File: config.mk
export PLATFORM = sky130hd
export DESIGN_NAME = macro_frame_packer
export DESIGN_NICKNAME = d
export VERILOG_FILES = /design/src/rtl/macro_frame_packer.sv
export SDC_FILE = /design/constraint.sdc
export NUM_CORES = 1
export LEC_CHECK = 0
export BUFFER_PORTS_ARGS = -buffer_cell sky130_fd_sc_hd__buf_2
export CORE_ASPECT_RATIO = 1.1
export CORE_MARGIN = 10
export CORE_UTILIZATION = 40
export CTS_BUF_LIST = sky130_fd_sc_hd__clkbuf_8
export DETAILED_ROUTE_END_ITERATION = 10
export HOLD_SLACK_MARGIN = 0.12
export PLACE_DENSITY = 0.54
export SLEW_MARGIN = 30
export SYNTH_ARGS = -nofsm -noshare
export SYNTH_HDL_FRONTEND = slang
export SYNTH_SLANG_ARGS = --single-unit
File: constraint.sdc
create_clock -name m00_axis_aclk -period 8.3 [get_ports m00_axis_aclk]
set_input_delay 0.415 -clock m00_axis_aclk [delete_from_list [all_inputs] [get_ports m00_axis_aclk]]
set_output_delay 0.415 -clock m00_axis_aclk [all_outputs]
set_load 0.03 [all_outputs]
File: src/rtl/macro_frame_packer.sv
// Captures one armed frame of LBM macroscopic cells, buffers them and streams them out as 64-bit AXI4-Stream words.
// Optional FRAME_HEADER_EN prepends a {16'hCFD0, frame_seq, DEPTH} header word to every frame.
module macro_frame_packer #(
  parameter int DATA_WIDTH             = 16,
  parameter int DEPTH                  = 2500,
  parameter int FIFO_DEPTH             = 16,
  parameter int C_M00_AXIS_TDATA_WIDTH = 64
) (
  input  logic                                  m00_axis_aclk,
  input  logic                                  m00_axis_aresetn,
  input  logic                                  arm,
  input  logic                                  cell_valid,
  input  logic                                  cell_sof,
  input  logic [DATA_WIDTH-1:0]                 u_x,
  input  logic [DATA_WIDTH-1:0]                 u_y,
  input  logic [DATA_WIDTH-1:0]                 u_squared,
  input  logic [DATA_WIDTH-1:0]                 rho,
  output logic                                  m00_axis_tvalid,
  output logic [C_M00_AXIS_TDATA_WIDTH-1:0]     m00_axis_tdata,
  output logic [C_M00_AXIS_TDATA_WIDTH/8-1:0]   m00_axis_tstrb,
  output logic                                  m00_axis_tlast,
  input  logic                                  m00_axis_tready,
  output logic                                  busy,
  output logic                                  frame_done,
  output logic                                  overflow,
  output logic [15:0]                           frame_seq
);

  localparam int TW = C_M00_AXIS_TDATA_WIDTH;
  localparam int AW = $clog2(FIFO_DEPTH);
  localparam int CW = $clog2(DEPTH + 1);
  localparam logic [CW-1:0] LAST_IDX    = CW'(DEPTH - 1);
  localparam logic [AW+1:0] DROP_LEVEL  = (AW + 2)'(FIFO_DEPTH - 1);
  localparam bit            SINGLE_CELL = (DEPTH == 1);

  typedef enum logic [1:0] {IDLE, ARMED, CAPTURE, DRAIN} state_t;

  state_t          state, state_nxt;
  logic            wr_en, drop, rd_en, handshake, frame_end;
  logic [TW:0]     wr_entry;
  logic [TW:0]     mem [FIFO_DEPTH];
  logic [AW-1:0]   wr_ptr, rd_ptr;
  logic [AW:0]     count;
  logic [AW+1:0]   occupancy;
  logic [CW-1:0]   cell_cnt;
  logic [TW-1:0]   cell_word;

  assign cell_word      = {rho, u_squared, u_y, u_x};
  assign handshake      = m00_axis_tvalid && m00_axis_tready;
  assign rd_en          = (count != '0) && (!m00_axis_tvalid || m00_axis_tready);
  // Occupancy counts the word parked in the output register as well as the FIFO body.
  assign occupancy      = {1'b0, count} + {{(AW + 1){1'b0}}, m00_axis_tvalid};
  assign frame_end      = (state == DRAIN) && handshake && m00_axis_tlast;
  assign busy           = (state != IDLE);
  assign m00_axis_tstrb = '1;

  always_ff @(posedge m00_axis_aclk or negedge m00_axis_aresetn) begin
    if (!m00_axis_aresetn) state <= IDLE;
    else                   state <= state_nxt;
  end

  // NOTE: every signal driven here gets a default first, so no path can infer a latch.
  always_comb begin
    state_nxt = state;
    wr_en     = 1'b0;
    drop      = 1'b0;
    wr_entry  = {1'b0, cell_word};
    unique case (state)
      IDLE: if (arm) begin
        state_nxt = ARMED;
`ifdef FRAME_HEADER_EN
        wr_en    = 1'b1;
        wr_entry = {1'b0, TW'({16'hCFD0, frame_seq, 32'(DEPTH)})};
`endif
      end
      ARMED: if (cell_valid && cell_sof) begin
        wr_en     = 1'b1;
        wr_entry  = {SINGLE_CELL, cell_word};
        state_nxt = SINGLE_CELL ? DRAIN : CAPTURE;
      end
      CAPTURE: if (cell_valid) begin
        // The last cell bypasses the drop rule; earlier writes always leave it one slot.
        if (cell_cnt == LAST_IDX) begin
          wr_en     = 1'b1;
          wr_entry  = {1'b1, cell_word};
          state_nxt = DRAIN;
        end else if (occupancy < DROP_LEVEL) begin
          wr_en = 1'b1;
        end else begin
          drop = 1'b1;
        end
      end
      DRAIN: if (frame_end) state_nxt = IDLE;
      default: state_nxt = IDLE;
    endcase
  end

  always_ff @(posedge m00_axis_aclk or negedge m00_axis_aresetn) begin
    if (!m00_axis_aresetn) begin
      cell_cnt <= '0;
    end else if (state == ARMED && cell_valid && cell_sof) begin
      cell_cnt <= SINGLE_CELL ? '0 : CW'(1);
    end else if (state == CAPTURE && cell_valid) begin
      cell_cnt <= (cell_cnt == LAST_IDX) ? '0 : cell_cnt + CW'(1);
    end
  end

  // NOTE: the FIFO storage has no reset; only pointers and count define its contents.
  always_ff @(posedge m00_axis_aclk) begin
    if (wr_en) mem[wr_ptr] <= wr_entry;
  end

  always_ff @(posedge m00_axis_aclk or negedge m00_axis_aresetn) begin
    if (!m00_axis_aresetn) begin
      wr_ptr <= '0;
      rd_ptr <= '0;
      count  <= '0;
    end else begin
      // NOTE: state registers use non-blocking assignments so all flops update from pre-edge values.
      if (wr_en) wr_ptr <= wr_ptr + AW'(1);
      if (rd_en) rd_ptr <= rd_ptr + AW'(1);
      if (wr_en && !rd_en)      count <= count + (AW + 1)'(1);
      else if (!wr_en && rd_en) count <= count - (AW + 1)'(1);
    end
  end

  // Output register: reloads whenever it is empty or its word is being accepted.
  always_ff @(posedge m00_axis_aclk or negedge m00_axis_aresetn) begin
    if (!m00_axis_aresetn) begin
      m00_axis_tvalid <= 1'b0;
      m00_axis_tlast  <= 1'b0;
      m00_axis_tdata  <= '0;
    end else if (rd_en) begin
      m00_axis_tvalid <= 1'b1;
      {m00_axis_tlast, m00_axis_tdata} <= mem[rd_ptr];
    end else if (handshake) begin
      m00_axis_tvalid <= 1'b0;
      m00_axis_tlast  <= 1'b0;
    end
  end

  always_ff @(posedge m00_axis_aclk or negedge m00_axis_aresetn) begin
    if (!m00_axis_aresetn) begin
      overflow   <= 1'b0;
      frame_done <= 1'b0;
      frame_seq  <= '0;
    end else begin
      frame_done <= frame_end;
      if (frame_end) frame_seq <= frame_seq + 16'd1;
      if (state == IDLE && arm) overflow <= 1'b0;
      else if (drop)            overflow <= 1'b1;
    end
  end

endmodule
Word-level counts from Yosys, hierarchy flattened
Memory sizes are Yosys's and may differ from the RTL's.
Index checks and enable logic that the tools add are counted.
{"block": "word_totals", "reg_bits": 111, "ram_bits": 1040, "wordCells": 82, "memories": 1}
{"block": "op_classes", "add_sub_neg": 7, "n_lt_le_gt_ge": 1, "eq_ne": 9, "muxes": 30, "n_reduce_logical": 23}
{"name": "mem", "depth": 16, "word_bits": 65, "rd": 1, "rd_clocked_by_memory_dff": 0, "write_ports": 1, "line": "41", "text": "logic [TW:0] mem [FIFO_DEPTH];"}
{"operator": "$mux 65", "count": 3}
{"operator": "$mux 12", "count": 3}
{"operator": "$add 16x1->16 const B", "count": 1}
{"operator": "$mux 1", "count": 15}
{"operator": "$add 12x1->12 const B", "count": 1}
{"operator": "$eq 12x12->1 const B", "count": 1}
{"operator": "$logic_and 1x1->1", "count": 11}
{"operator": "$mux 2", "count": 5}
{"operator": "$mux 5", "count": 2}
{"operator": "$ne 2x2->1 const B", "count": 5}
{"operator": "$reduce_bool 2->1", "count": 5}
{"operator": "$add 4x1->4 const B", "count": 2}
{"operator": "$pmux 2 s4", "count": 1}
{"operator": "$add 5x1->6", "count": 1}
{"operator": "$lt 6x4->1 const B", "count": 1}
{"operator": "$add 5x1->5 const B", "count": 1}
{"operator": "$reduce_and 5->1", "count": 1}
{"operator": "$reduce_bool 5->1", "count": 1}
{"operator": "$sub 5x1->5 const B", "count": 1}
{"operator": "$eq 2x2->1 const B", "count": 2}
{"operator": "$logic_not 1->1", "count": 3}
{"operator": "$eq 2x1->1 const B", "count": 1}
{"operator": "$logic_not 2->1", "count": 1}
{"operator": "$pmux 1 s2", "count": 1}
{"operator": "$logic_or 1x1->1", "count": 1}

Logic depth before layout (Yosys ltp)
Gate-level depths: netlist of run 1.
{"block": "logic_depth", "depth_word": 10, "mapped_depth": 15}

Worst setup path after synthesis of run 1
No wires, ideal clock.
{"block": "synth_path", "kind": "flip-flop to flip-flop", "from": "register m00_axis_tvalid", "to": "memory mem[15][0] (netlist name) (enable)", "setup_ns": 0.430, "arrival_time_ns": 3.509, "setup_slack_ns": 4.361, "path_stages_with_launch": 9, "synth_period_minus_slack_ns": 3.939, "path_cell_list": "dfrtp_1 > ha_1 > ha_1 > a311o_1 > o21ai_0 > nor3_1 > a21oi_4 > buf_6 > and3_1"}
{"block": "synth_between", "elab_chain_len": 8}
{"element": "start: declaration", "line": "18", "text": "output logic m00_axis_tvalid,"}
{"element": "start signal: assignment", "line": "130", "text": "m00_axis_tvalid <= 1'b0;"}
{"element": "start signal: assignment", "line": "134", "text": "m00_axis_tvalid <= 1'b1;"}
{"element": "start signal: assignment", "line": "137", "text": "m00_axis_tvalid <= 1'b0;"}
{"element": "$add 5x1->6", "line": "52", "text": "assign occupancy = {1'b0, count} + {{(AW + 1){1'b0}}, m00_axis_tvalid};"}
{"element": "$lt 6x4->1", "line": "87", "text": "end else if (occupancy < DROP_LEVEL) begin"}
{"element": "$mux 1", "line": "87"}
{"element": "$mux 1", "line": "83", "text": "if (cell_cnt == LAST_IDX) begin"}
{"element": "$mux 1", "line": "81", "text": "CAPTURE: if (cell_valid) begin"}
{"element": "$pmux 1 s2", "line": "68", "text": "unique case (state)"}
{"element": "via wr_en", "line": "39", "text": "logic wr_en, drop, rd_en, handshake, frame_end;"}
{"element": "$mux 1", "line": "110", "text": "if (wr_en) mem[wr_ptr] <= wr_entry;"}
{"element": "$mux 1 (implied by the code)", "line": "110"}
{"element": "end: declaration", "line": "41"}
The timed path passes the listed nets, and every way through them passes these cells.

Final worst setup path of run 1
{"block": "layout_path", "from": "register cell_cnt[0]", "to": "memory mem[13][45] (netlist name) (enable)"}
{"block": "layout_between", "elab_chain_len": 6}
{"element": "start: declaration", "line": "45", "text": "logic [CW-1:0] cell_cnt;"}
{"element": "start signal: assignment", "line": "102", "text": "cell_cnt <= SINGLE_CELL ? '0 : CW'(1);"}
{"element": "start signal: assignment", "line": "104", "text": "cell_cnt <= (cell_cnt == LAST_IDX) ? '0 : cell_cnt + CW'(1);"}
{"element": "$eq 12x12->1", "line": "83"}
{"element": "$mux 1", "line": "83"}
{"element": "$mux 1", "line": "81"}
{"element": "$pmux 1 s2", "line": "68"}
{"element": "$mux 1", "line": "110"}
{"element": "$mux 1 (implied by the code)", "line": "110"}
No other way between the ends.

==> metrics, run 1 <==
CTS Hold Buffers Added=73; synthesized flop and latch total=1151; initial DRC count=1735; CTS Sinks=1151; detailed-route via count=between 20000 and 25000; sequential element share of the synthesized area=77.37%; synthesized cell area=43960 um^2; Post-synth ARST share=a little under 10%; WS Path Type=reg -> reg; Yosys cell types=55; clk_lat worst skew=between 0.8 and 0.9 ns; port bufs=~150; largest net degree at the start of global routing=around 150; LEAKAGE=between 15 and 20 nW; Area contributors post-synth=edfxtp_1 71%, mux4_2 13%, dfrtp_1 6.3%; Max Fclk=between 200 and 300 MHz; DR DRC count=0; final WL=roughly 110000 um; CP top delay family=simple AND/OR/NAND/NOR gates; Die Area=~120000 um^2; CP max-delay cell=and3_4; non-filler instance count after layout=approximately 3900; Die Height=roughly 370 um; most numerous cell in the Yosys netlist=edfxtp_1; crit path DAT=roughly 4.4 ns; Sw Pwr=about 0.0050 W; Final setup viols=0; H-tree Lvls=4; fillcell total=~9000; Starting Density=about two fifths; final worst clock skew=around 0.044 ns; Boundary Pins=~160; Final nets=roughly 2400; CTS tree=done; Placed Cells=3504; Pre-antenna DRT Iters=5; Total Routing Usage GR=between 10% and 20%; root buf cell=clkbuf_8; RSZ-0062 raised after global routing=false; switch share=between 30% and 40%; Final Hold Fails=0; part of the power in the clock network=29.0%; Logic pwr share=27.0%; row cnt=127; fin crit period=approximately 3.9 ns; Slew @ Worst Pin=between 1 and 1.5 ns; Bufs and invs on worst path=1; element type at the critical path end=flop; Internal=between 0.01 and 0.015 W; TritonCTS Buffers=roughly 180; WP data required=8.77 ns; Yosys top cell area share=between 70 and 80%; drt via density=around 5.4; Power Dens Cells=about 320 nW/um^2; die width=approximately 340 um; total number of yosys warnings=0; sequential share of power=a little over two fifths; Rel. slew slack=31.60%; syn_area_per_cell=around 22 um^2; routability cong.=around 0.73; Avg WL per Cell=26.96 um; Worst Hold Class=in -> reg; core area=109000 um^2; CP max stage delay=~0.7 ns; share of layout cells above drive strength 1=28.85%; Setup Buffers After CTS=0; post-DP HPWL=around 58000 um; Resized cells post-CTS=0; ANT nets after route=0; leading area contributor after synthesis=edfxtp_1; vias in the first global route=approximately 23000; status=completed; Post-Route Setup TNS=0 ns; Pins Over Slew Limit=0; MaxCap Viol Count=0; Pwr Total=around 0.016 W; Bufs on Longest Clock Path=3; first-pass GRT wire length=around 160000 um; Most used DFF post-synth=edfxtp_1; CP Max Fanout=35; CP Cell Sequence=ha_1, or4b_4, nor3_4, nor2_4, a21oi_4, and3_4, buf_4; worst vdd ir=0.0002250 V; number of flops mapped to enable cells by yosys=between 1000 and 1500; startpoint types=flop; commonest cells in the netlist=1040 x edfxtp_1, 258 x mux4_2, 133 x mux2i_1; antenna violations before repair=6; global route total overflow=0; synthesized instance count=about 2000; final period utilization=46.78%; P&R area growth vs syn=15.49%; Worst-path clk slew=0.06 ns
==> worst min-delay path, cell delays in order <==
cell,delay [ns]
dlygate4sd3_1,0.54
buf_2,0.11
a21oi_1,0.06
==> logic make-up after synthesis <==
family	share of synthesized area, %
AOI/OAI and AO/OA	1.825
xor gates and xnor gates	0.6575
adders and majority gates	0.5579
buffers and inverters	1.207
DFF	77.37
muxes	16.35
other	0.008531
and+or+nand+nor	2.030
==> metal layers <==
metal	vias to the layer above	wire [um]	GRT usage, %
met5	-	12	0
met4	2	2427	5.263
met3	171	5625	3.855
met2	590	53260	28.83
met1	11390	44300	22.42
li1	9054	-	-
==> flip-flops by register name (all words and copies together) (netlist names) <==
name	count
wr_ptr	4
m00_axis_tlast	1
m00_axis_tdata	64
rd_ptr	4
frame_done	1
count	5
state	2
overflow	1
m00_axis_tvalid	1
cell_cnt	12
frame_seq	16
mem	1040
==> stage by stage <==
| stage | setup WS (ns) | utilization (%) | cell area [um^2] | hold WS [ns] |
|---|---|---|---|---|
| finish | 4.417 | 46.57 | 50770 | 0.2877 |
| detailed placement | 4.414 | 42.63 | 46470 | 0.4639 |
| floorplan | 4.361 | - | 43980 | 0.1194 |
| CTS | 4.332 | 46.53 | 50720 | 0.1846 |
| global route | 4.166 | 46.57 | 50760 | 0.2459 |
| global placement | 4.445 | 42.58 | 46420 | 0.4593 |
==> cell usage in the layout (no fill, tap or decap), types with 6 or more instances in the layout <==
master         count
ha_1              18
xnor2_1           23
buf_2            153
bufinv_16          6
conb_1             8
o21ai_0            7
nand4_1            7
edfxtp_1        1040
buf_4             25
nor2_1            15
dlygate4sd3_1     73
dfrtp_1          108
o221ai_1          64
inv_1             77
a21oi_1            8
xor2_1            10
nand2_1           90
clkbuf_8         204
clkinv_2          22
clkinv_1          27
mux2i_1          133
diode_2            7
nand3_1           19
mux4_2           258
clkinvlp_4         6
and3_4            16
==> area by class of cell <==
| class | count | area, um^2 | area share (%) |
|---|---|---|---|
| Sequential cell | 1151 | 34020 | 67.01 |
| Multi-Input combinational cell | 735 | 9535 | 18.78 |
| Clock buffer | 204 | 2808 | 5.530 |
| Timing Repair Buffer | 260 | 1844 | 3.633 |
| Tap cell | 1419 | 1775 | 3.497 |
| Clock inverter | 129 | 710.7 | 1.400 |
| Inverter | 13 | 57.56 | 0.1134 |
| Antenna cell | 7 | 17.52 | 0.03450 |
==> power groups by stage <==
stage	combinational [W]	clock [W]	sequential (W)
floorplan	0.00284	0	0.00726
global placement	0.00435	0	0.00716
detailed placement	0.00438	0	0.00717
CTS	0.00443	0.00477	0.00705
global route	0.00466	0.00504	0.00708
finish	0.00432	0.00464	0.00703
==> final timing paths <==
| kind | start | to | slack [ns] | depth (start not counted) |
|---|---|---|---|---|
| worst max-delay path | cell_cnt[0] | mem[13][45] | 4.42 | 7 |
| worst min-delay path | arm | overflow | 0.29 | 3 |
| worst max register to register | cell_cnt[0] | mem[13][45] | 4.42 | 7 |
| worst min register to register | frame_seq[15] | frame_seq[15] | 0.47 | 1 |
| max in group asynchronous | m00_axis_aresetn | rd_ptr[1] | 6.14 | 4 |
| min in group asynchronous | m00_axis_aresetn | m00_axis_tdata[62] | 0.70 | 3 |
Note: power is estimated with default switching activity, not from simulation.
==> run 2, diff against run 1 <==
- clock period: 8.3 -> 4 ns (I/O delays scaled with it)
==> metrics, run 2 (synthesis gave the netlist of run 1 again) <==
WS Path Type=reg -> reg; CTS tree=done; CP max stage delay=0.45 ns (-0.26 ns); LEAKAGE=17.66 nW (+2.0%); Bufs and invs on worst path=2 (+1); global route total overflow=0 (unchanged); CTS Sinks=1151 (unchanged); worst vdd ir=0.0003724 V (+66%); Worst-path clk slew=0.06 ns (about the same); H-tree Lvls=4 (unchanged); vias in the first global route=23410 (+0.28%); row cnt=127 (unchanged); crit path DAT=4.06 ns (-0.29 ns); Rel. slew slack=35.96% (+4.4 points); largest net degree at the start of global routing=75 (-51%); share of layout cells above drive strength 1=29.52% (+0.67 points); Final nets=2476 (+1.8%); Final setup viols=0 (unchanged); post-DP HPWL=57090 um (-1.6%); routability cong.=0.7444 (+1.4%); commonest non-fill, non-tap cell in the layout=edfxtp_1; first-pass GRT wire length=154400 um (-2.1%); final worst clock skew=0.03612 ns (-0.008123 ns); CP Max Fanout=7 (-80%); CP top delay family=adder cells; max FFs per register=1040 (unchanged); Pre-antenna DRT Iters=5 (unchanged); status=completed; register with the most flip-flops=mem; Bufs on Longest Clock Path=3 (unchanged); DR DRC count=0 (unchanged); drt via density=5.382 (-0.56%); CP Cell Sequence=ha_1, ha_1, a311o_1, o21ai_0, nor3_1, buf_4, a21oi_4, ha_1, inv_1, fa_1, a21o_1, a21oi_1, xnor2_1, nor2_1, xor2_1; Util after Layout=47.21% (+0.64 points); Total Routing Usage GR=16.75% (-0.53 points); clk_lat worst skew=0.84 ns (-0.04 ns); Worst Hold Class=in -> reg; RSZ-0062 raised after global routing=false; MaxCap Viol Count=0 (unchanged); TritonCTS Buffers=188 (+2.7%); port bufs=154 (unchanged); detailed-route via count=21350 (+0.71%); P&R area growth vs syn=17.08%; Slew @ Worst Pin=0.9606 ns (-0.06530 ns); fin crit period=3.338 ns (-0.5443 ns); Starting Density=40.33% (unchanged); Pins Over Slew Limit=0 (unchanged); CP max-delay cell=dfrtp_1; Final Hold Fails=0 (unchanged); startpoint types=flop; largest registers=mem: 1040 flops, m00_axis_tdata: 64 flops, frame_seq: 16 flops; core area=109000 um^2 (unchanged); Power Dens Cells=641.1 nW/um^2 (+100%); Worst Hold Launch=m00_axis_tready; initial DRC count=1540 (-11%); worst reg2reg path startpoint=m00_axis_tvalid; Boundary Pins=163 (unchanged); ANT nets after route=0 (unchanged); Crit path top cell by count=ha_1; RR Endpoint=count[4]; Avg WL per Cell=25.87 um (-4.0%); fillcell total=9069 (-0.83%); WHS Path Cells=5 (+2); placed cell area=47140 um^2 (+1.4%); root buf cell=clkbuf_8; Final Cell Area=51470 um^2 (+1.4%); die width=336.1 um (unchanged); Max Fclk=299.5 MHz (+16%); final period utilization=83.46% (+37 points); R2R Setup Slk=0.66 ns (-3.76 ns); Die Height=367.7 um (unchanged); final WL=102600 um (-2.8%); Reg2Reg Depth=15 (+8); antenna violations before repair=8 (+2); element type at the critical path end=flop; commonest non-fill, non-tap cells in the layout=1040 x edfxtp_1, 258 x mux4_2, 202 x clkbuf_8; Min-Delay Endpoint=m00_axis_tvalid; WP data required=4.72 ns (-4.05 ns); Post-Route Setup TNS=0 ns (unchanged); Die Area=123600 um^2 (unchanged)
run 2: area by class of cell:
type	instances	area (um^2)	area share, %
Clock inverter	148	757.0	1.471
Sequential cell	1151	34020	66.10
Timing Repair Buffer	298	2541	4.938
Antenna cell	2	5.005	0.009725
Inverter	13	57.56	0.1118
Tap cell	1419	1775	3.450
Multi-Input combinational cell	735	9530	18.52
Clock buffer	202	2780	5.402
run 2: worst max-delay path by stage:
stage / startpoint / end / slack [ns] / depth (start not counted)
2_1_floorplan: m00_axis_tvalid / mem[15][0] / 0.06 / 8
3_3_place_gp: count[0] / count[4] / 0.60 / 15
3_5_place_dp: m00_axis_tvalid / count[4] / 0.68 / 15
4_1_cts: count[0] / count[4] / 0.67 / 15
5_1_grt: count[0] / count[4] / 0.49 / 15
6_report: m00_axis_tvalid / count[4] / 0.66 / 15
run 2: where the power goes:
group | switching, W | internal, W | total [W] | leakage, nW
sequential | 0.000861 | 0.0138 | 0.0147 | 10.7
combinational | 0.00473 | 0.00406 | 0.00879 | 4.83
clock | 0.00459 | 0.00492 | 0.00951 | 2.11
run 2: through the flow:
step	cells	hold slack (ns)	setup slack (ns)	total power (W)
finish	3968	0.2481	0.6615	0.03299
global route	3968	0.2408	0.4876	0.03470
CTS	3966	0.1402	0.6696	0.03357
detailed placement	3540	0.3082	0.6809	0.02388
global placement	3540	0.2914	0.5969	0.02378
floorplan	2004	-0.09559	0.06090	0.02097
run 2: per-layer routing:
layer / track usage (%) / vias up / wire (um)
met5: 0 / - / 26
met4: 5.305 / 4 / 2126
met3: 3.155 / 162 / 5173
met2: 27.42 / 598 / 50960
met1: 22.51 / 11430 / 44350
li1: - / 9158 / -
run 2: worst min-delay path, cell delays in order:
cell and delay, ns:
dlygate4sd3_1 0.52, buf_2 0.12, inv_1 0.07, nand2_1 0.07
nand2_1 0.05
run 2: what timing repair did:
item	CTS	global route
endpoints found under the hold margin	1163	0
hold buffers	76	0
setup buffers	0	0
resized for setup	0	0
